**config.mk**
```make
export PLATFORM = sky130hd
export DESIGN_NAME = vip_stream_gen_flat
export DESIGN_NICKNAME = d
export VERILOG_FILES = /design/src/rtl/vip_stream_gen_if.sv /design/src/rtl/vip_stream_gen.sv /design/src/flat_wrapper.sv
export SDC_FILE = /design/constraint.sdc
export NUM_CORES = 1
export LEC_CHECK = 0
export BUFFER_PORTS_ARGS = -buffer_cell sky130_fd_sc_hd__buf_2
export CAP_MARGIN = 5
export CORE_MARGIN = 4
export CORE_UTILIZATION = 51
export DETAILED_ROUTE_END_ITERATION = 7
export GPL_TIMING_DRIVEN = 0
export HOLD_SLACK_MARGIN = 0.08
export PLACE_DENSITY = 0.76
export SYNTH_ARGS = -nofsm -noshare
export SYNTH_HDL_FRONTEND = slang
export SYNTH_SLANG_ARGS = --single-unit
```
**constraint.sdc**
```tcl
create_clock -name clk -period 1.7 [get_ports clk]
set_clock_uncertainty 0.15 [all_clocks]
set_input_delay 0.255 -clock clk [delete_from_list [all_inputs] [get_ports clk]]
set_output_delay 0.255 -clock clk [all_outputs]
set_load 0.05 [all_outputs]
```
**src/rtl/vip_stream_gen_if.sv**
```systemverilog
// Pixel-side bundle of the VIP stream generator: upstream read FIFO handshake
// plus the raster output stream consumed by window/filter blocks.
interface vip_stream_gen_if;
  logic       pix_rd;
  logic [7:0] pix_data;
  logic       pix_valid;
  logic [7:0] out_data;
  logic       out_de;
  logic       out_en;
  logic       frame_start;
  logic       underflow;

  modport master (
    output pix_rd,
    output out_data,
    output out_de,
    output out_en,
    output frame_start,
    output underflow,
    input  pix_data,
    input  pix_valid
  );

  modport slave (
    input  pix_rd,
    input  out_data,
    input  out_de,
    input  out_en,
    input  frame_start,
    input  underflow,
    output pix_data,
    output pix_valid
  );
endinterface

```
**src/rtl/vip_stream_gen.sv**
```systemverilog
// Raster pixel-stream transmitter: fixed-geometry active/blanking timing with
// a 1-cycle-latency FIFO fetch and FILL_VAL substitution on underflow.
module vip_stream_gen #(
  parameter int unsigned COL      = 1280,
  parameter int unsigned ROW      = 720,
  parameter int unsigned H_BLANK  = 370,
  parameter int unsigned V_BLANK  = 30,
  parameter logic [7:0]  FILL_VAL = 8'h00
) (
  input  logic             clk,
  input  logic             rst_n,
  input  logic             enable_i,
  output logic             busy_o,
  vip_stream_gen_if.master vs_if
);

  typedef enum logic [0:0] {
    IDLE = 1'b0,
    RUN  = 1'b1
  } state_t;

  localparam logic [15:0] COL_W  = 16'(COL);
  localparam logic [15:0] ROW_W  = 16'(ROW);
  localparam logic [15:0] H_LAST = 16'(COL + H_BLANK - 1);
  localparam logic [15:0] V_LAST = 16'(ROW + V_BLANK - 1);

  state_t      state_q, state_d;
  logic [15:0] h_cnt_q, h_cnt_d;
  logic [15:0] v_cnt_q, v_cnt_d;
  logic        stop_req_q, stop_req_d;
  logic        out_de_q, out_en_q, frame_start_q;

  logic        act_s;
  logic        line_s;
  logic        first_s;

  // Next-state, counter advance and pre-register strobes.
  always_comb begin
    state_d    = state_q;
    h_cnt_d    = h_cnt_q;
    v_cnt_d    = v_cnt_q;
    stop_req_d = stop_req_q;

    act_s   = (state_q == RUN) && (h_cnt_q < COL_W) && (v_cnt_q < ROW_W);
    line_s  = (state_q == RUN) && (v_cnt_q < ROW_W);
    first_s = act_s && (h_cnt_q == 16'd0) && (v_cnt_q == 16'd0);

    case (state_q)
      IDLE: begin
        h_cnt_d    = 16'd0;
        v_cnt_d    = 16'd0;
        stop_req_d = 1'b0;
        if (enable_i) begin
          state_d = RUN;
        end else begin
          state_d = IDLE;
        end
      end
      RUN: begin
        // A stop request is sticky: re-enabling cannot cancel it mid-frame.
        if (!enable_i) begin
          stop_req_d = 1'b1;
        end else begin
          stop_req_d = stop_req_q;
        end
        if (h_cnt_q == H_LAST) begin
          h_cnt_d = 16'd0;
          if (v_cnt_q == V_LAST) begin
            v_cnt_d = 16'd0;
            if (stop_req_q || !enable_i) begin
              state_d    = IDLE;
              stop_req_d = 1'b0;
            end else begin
              state_d = RUN;
            end
          end else begin
            v_cnt_d = v_cnt_q + 16'd1;
          end
        end else begin
          h_cnt_d = h_cnt_q + 16'd1;
        end
      end
      default: begin
        state_d    = IDLE;
        h_cnt_d    = 16'd0;
        v_cnt_d    = 16'd0;
        stop_req_d = 1'b0;
      end
    endcase
  end

  // State, counters and the 1-cycle-delayed output strobes.
  always_ff @(posedge clk) begin
    if (!rst_n) begin
      state_q       <= IDLE;
      h_cnt_q       <= 16'd0;
      v_cnt_q       <= 16'd0;
      stop_req_q    <= 1'b0;
      out_de_q      <= 1'b0;
      out_en_q      <= 1'b0;
      frame_start_q <= 1'b0;
    end else begin
      state_q       <= state_d;
      h_cnt_q       <= h_cnt_d;
      v_cnt_q       <= v_cnt_d;
      stop_req_q    <= stop_req_d;
      out_de_q      <= act_s;
      out_en_q      <= line_s;
      frame_start_q <= first_s;
    end
  end

  // pix_data/pix_valid arrive registered by the FIFO in the cycle after pix_rd,
  // which is exactly the cycle out_de_q is high, so they are gated, not re-registered.
  assign vs_if.pix_rd      = act_s;
  assign vs_if.out_de      = out_de_q;
  assign vs_if.out_en      = out_en_q;
  assign vs_if.frame_start = frame_start_q;
  assign vs_if.out_data    = out_de_q ? (vs_if.pix_valid ? vs_if.pix_data : FILL_VAL) : 8'h00;
  assign vs_if.underflow   = out_de_q & ~vs_if.pix_valid;
  assign busy_o            = (state_q == RUN);

endmodule
```
**src/flat_wrapper.sv**
```systemverilog
// flat-port wrapper written by rule: the top's interface ports become plain ports
module vip_stream_gen_flat 
#(
  parameter int unsigned COL      = 1280,
  parameter int unsigned ROW      = 720,
  parameter int unsigned H_BLANK  = 370,
  parameter int unsigned V_BLANK  = 30,
  parameter logic [7:0]  FILL_VAL = 8'h00
)
  (clk, rst_n, enable_i, busy_o, vs_if_pix_rd, vs_if_out_data, vs_if_out_de, vs_if_out_en, vs_if_frame_start, vs_if_underflow, vs_if_pix_data, vs_if_pix_valid);
  vip_stream_gen_if vs_if_i ();
  input  logic clk;
  input  logic rst_n;
  input  logic enable_i;
  output logic busy_o;
  output wire logic [$bits(vs_if_i.pix_rd)-1:0] vs_if_pix_rd;
  output wire logic [$bits(vs_if_i.out_data)-1:0] vs_if_out_data;
  output wire logic [$bits(vs_if_i.out_de)-1:0] vs_if_out_de;
  output wire logic [$bits(vs_if_i.out_en)-1:0] vs_if_out_en;
  output wire logic [$bits(vs_if_i.frame_start)-1:0] vs_if_frame_start;
  output wire logic [$bits(vs_if_i.underflow)-1:0] vs_if_underflow;
  input wire logic [$bits(vs_if_i.pix_data)-1:0] vs_if_pix_data;
  input wire logic [$bits(vs_if_i.pix_valid)-1:0] vs_if_pix_valid;
  assign vs_if_pix_rd = vs_if_i.pix_rd;
  assign vs_if_out_data = vs_if_i.out_data;
  assign vs_if_out_de = vs_if_i.out_de;
  assign vs_if_out_en = vs_if_i.out_en;
  assign vs_if_frame_start = vs_if_i.frame_start;
  assign vs_if_underflow = vs_if_i.underflow;
  assign vs_if_i.pix_data = vs_if_pix_data;
  assign vs_if_i.pix_valid = vs_if_pix_valid;
  vip_stream_gen #(.COL(COL), .ROW(ROW), .H_BLANK(H_BLANK), .V_BLANK(V_BLANK), .FILL_VAL(FILL_VAL)) u_core (.clk(clk), .rst_n(rst_n), .enable_i(enable_i), .busy_o(busy_o), .vs_if(vs_if_i));
endmodule
```
==> reports/qor.tcl <==
set qor(run_status) {finished, violations left}
set qor(failing_checks) {setup timing}
set qor(critical_path_arrival_ns) 2.21
set qor(maxCapViolCount) 0
set qor(setup_viol) 30
set qor(ys_async_sr_fraction_pct) 0
set qor(mean_area_per_synthesized_cell_um2) 8.247
set qor(worstSetupStartpoint) {u_core.v_cnt_q[11]$_SDFFE_PN0P_}
set qor(post_synth_num_cell_types) 43
set qor(crit_end) {u_core.v_cnt_q[1]$_SDFFE_PN0P_}
set qor(die_width_um) 68.99
set qor(hold_path.class) {input pin to register}
set qor(tritoncts) {yes}
set qor(final.setup.tns_ns) -7.869
set qor(syn-instance-count) 230
set qor(post-route-worst-setup-slack_ns) -0.4715
set qor(cp-start-kind) {register}
set qor(finalCoreUtilization_pct) 70.96
set qor(clock-sinks) 37
set qor(grt_antenna_before_repair) 0
set qor(drt_first_pass_iters) 4
set qor(layout_common_cells) {sky130_fd_sc_hd__nor2_1 (29), sky130_fd_sc_hd__dfxtp_1 (27), sky130_fd_sc_hd__buf_2 (24)}
set qor(final.min_clock_period_ns) 2.172
set qor(via_count) 1865
set qor(timing.critical_path.required_ns) 1.73
set qor(core_um2) 3468
set qor(fin_cells) 324
set qor(ys_dominant_reg_cell) {sky130_fd_sc_hd__dfxtp_1}
set qor(die-height_um) 68.99
set qor(design.die.area_um2) 4759
set qor(cts-htree-levels) 2
set qor(fmaxAchievable_ghz) 0.4605
set qor(gr-usage-all-layers_pct) 20.67
set qor(rsz0062_at_grt) {yes}
set qor(min_from) {rst_n}
set qor(finalWeightedCongestion) 0.8357
set qor(grt_pass1_wl_um) 7272
set qor(drt-wirelength-per-cell_um) 15.26
set qor(post_dp_hpwl_um) 2953
set qor(placement.io_buffers) 25
set qor(number_of_global_route_vias_before_repair) 1629
set qor(layout_commonest_cell) {sky130_fd_sc_hd__nor2_1}
set qor(timing.final.crit_share_pct) 127.7
set qor(cts-root-to-sink-buffers) 2
set qor(p_total_w) 0.001650
set qor(synth_seq_area_share_pct) 39.05
set qor(post_dr_vias_cell) 5.756
set qor(io-pin-count) 26
set qor(ys.warnings.count) 0
set qor(areaGrowthSynthToFinish_pct) 29.75
set qor(timing.rr.start) {u_core.v_cnt_q[11]$_SDFFE_PN0P_}
set qor(congestion_overflow_gr) 0
set qor(place_inst) 301
set qor(grt_start_max_net_pins) 11
set qor(timing.reg2reg.setup_slack_ns) -0.47
set qor(ir_drop_uv) 594.0
set qor(slew_viol_final) 0
set qor(worst_skew_pair.late_latency_ns) 0.30
set qor(total_leakage_power_nw) 0.9584
set qor(timing.rr.end) {u_core.v_cnt_q[1]$_SDFFE_PN0P_}
set qor(synth_enable_flop_cells) 0
set qor(cts_root_buf) {sky130_fd_sc_hd__clkbuf_8}
set qor(numCtsBuffers) 5
set qor(worst_r2r_path_depth) 7
set qor(timing_worst_setup_path_type) {register to register}
set qor(number_of_hold_violations_in_the_final_report) 0
set qor(synth.net_count) 248
set qor(detail_route.iter0.violations) 90
set qor(worst-slew-pin-transition_ns) 0.5360
set qor(fraction_of_final_layout_cells_with_drive_strength_greater_than_1_pct) 32.73
set qor(wirelength_um) 4943
set qor(power_per_cell_area_nw_per_um2) 670.2
set qor(ys_seq_elements) 37
set qor(placementRows) 21
set qor(timing.slew.headroom_pct) 64.27
set qor(detail_route.drc_violations) 0
set qor(dpl_worst_slack_ns) -0.3457
set qor(antenna_fix_cells) 0
set qor(cts.reportedPaths.clkPinSlew_ns) 0.08
set qor(syn_area_um2) 1897
set qor(drtAntennaViolNets) 0
set qor(endpoint_type_of_the_worst_setup_path) {register}
set qor(timing.critical_path.fanout_max) 4
set qor(design.final.nets) 295
set qor(floorplan.initialDensity_pct) 54.69
## metal layers
metal  vias up  wire (um)  GRT usage [%]
met5         -          0              0
met4         0        205          6.813
met3        19        356          5.673
met2        75       2262          33.33
met1       854       2119          26.62
li1        917          -              -
## registers in the layout, indices dropped and copies added, names as in the netlist
| name | count |
|---|---|
| u_core.vs_if.frame_start | 1 |
| u_core.stop_req_q | 1 |
| u_core.vs_if.out_de | 1 |
| u_core.busy_o | 1 |
| u_core.h_cnt_q | 16 |
| u_core.vs_if.out_en | 1 |
| u_core.v_cnt_q | 16 |
## cell type report
class	instances	area, um2
inverters	9	33.78
flip-flops and latches	37	753.2
well taps	46	57.56
fillers	268	1007
clock buffers	8	80.08
multi-input cells	180	1262
plain buffers	4	23.77
repair buffers	40	250.2
## critical path, cell delays in order (launching register included)
cell                      delay, ns
sky130_fd_sc_hd__dfxtp_2       0.32
sky130_fd_sc_hd__or4_4         0.56
sky130_fd_sc_hd__buf_6         0.14
sky130_fd_sc_hd__nor4_4        0.39
sky130_fd_sc_hd__buf_4         0.21
sky130_fd_sc_hd__nor3_4        0.06
sky130_fd_sc_hd__a22oi_2       0.17
sky130_fd_sc_hd__nor2_1        0.07
## synthesized netlist by cell type (7+ instances only)
cell	number	area [um2]
sky130_fd_sc_hd__a21oi_1	18	90.09
sky130_fd_sc_hd__and3_1	13	81.33
sky130_fd_sc_hd__dfxtp_1	37	740.7
sky130_fd_sc_hd__inv_1	9	33.78
sky130_fd_sc_hd__nand2_1	19	71.32
sky130_fd_sc_hd__nand3_1	13	65.06
sky130_fd_sc_hd__nand4_1	8	50.05
sky130_fd_sc_hd__nor2_1	30	112.6
sky130_fd_sc_hd__nor3_1	7	35.03
sky130_fd_sc_hd__o21ai_0	12	60.06
sky130_fd_sc_hd__xnor2_1	7	61.31
sky130_fd_sc_hd__xor2_1	7	61.31
## worst min-delay path by stage
stage,endpoint,cells after the start,slack (ns)
after floorplan,u_core.stop_req_q$_SDFF_PN0_,1,0.20
after global placement,u_core.stop_req_q$_SDFF_PN0_,2,0.29
after detailed placement,u_core.stop_req_q$_SDFF_PN0_,2,0.30
after CTS,u_core.vs_if.out_de$_SDFF_PN0_,3,0.11
after global routing,u_core.vs_if.out_de$_SDFF_PN0_,3,0.12
final,u_core.vs_if.out_de$_SDFF_PN0_,3,0.12
## cell families (layout without fill, tap and decap cells)
logic type,Yosys count,after routing,share of synthesized area [%]
compound gates,40,40,12.20
buf+inv,13,61,2.704
flops,37,37,39.05
simple gates,120,120,35.62
xor+xnor,14,14,6.465
fa+ha+maj,6,6,3.958
## metrics by stage
step           hold WS (ns)  cell area (um2)
3_5_place_dp         0.2973             2111
5_1_grt              0.1245             2461
2_1_floorplan        0.1968             1928
4_1_cts              0.1082             2301
6_report             0.1221             2461
3_3_place_gp         0.2894             2111
## where the power goes
part	switching [W]	internal, W
logic	0.000105	0.0000563
registers	0.00000684	0.000875
clock network	0.000315	0.000291
## timing repair
action                     in CTS  in global routing
hold endpoints to repair        1                  0
hold buffers                    1                  0
buffers inserted                6                  9
resized for setup              15                 28
pin swaps                       8                 10
setup endpoints to repair      36                 37
No activity file was read; power rests on OpenSTA's default activity.
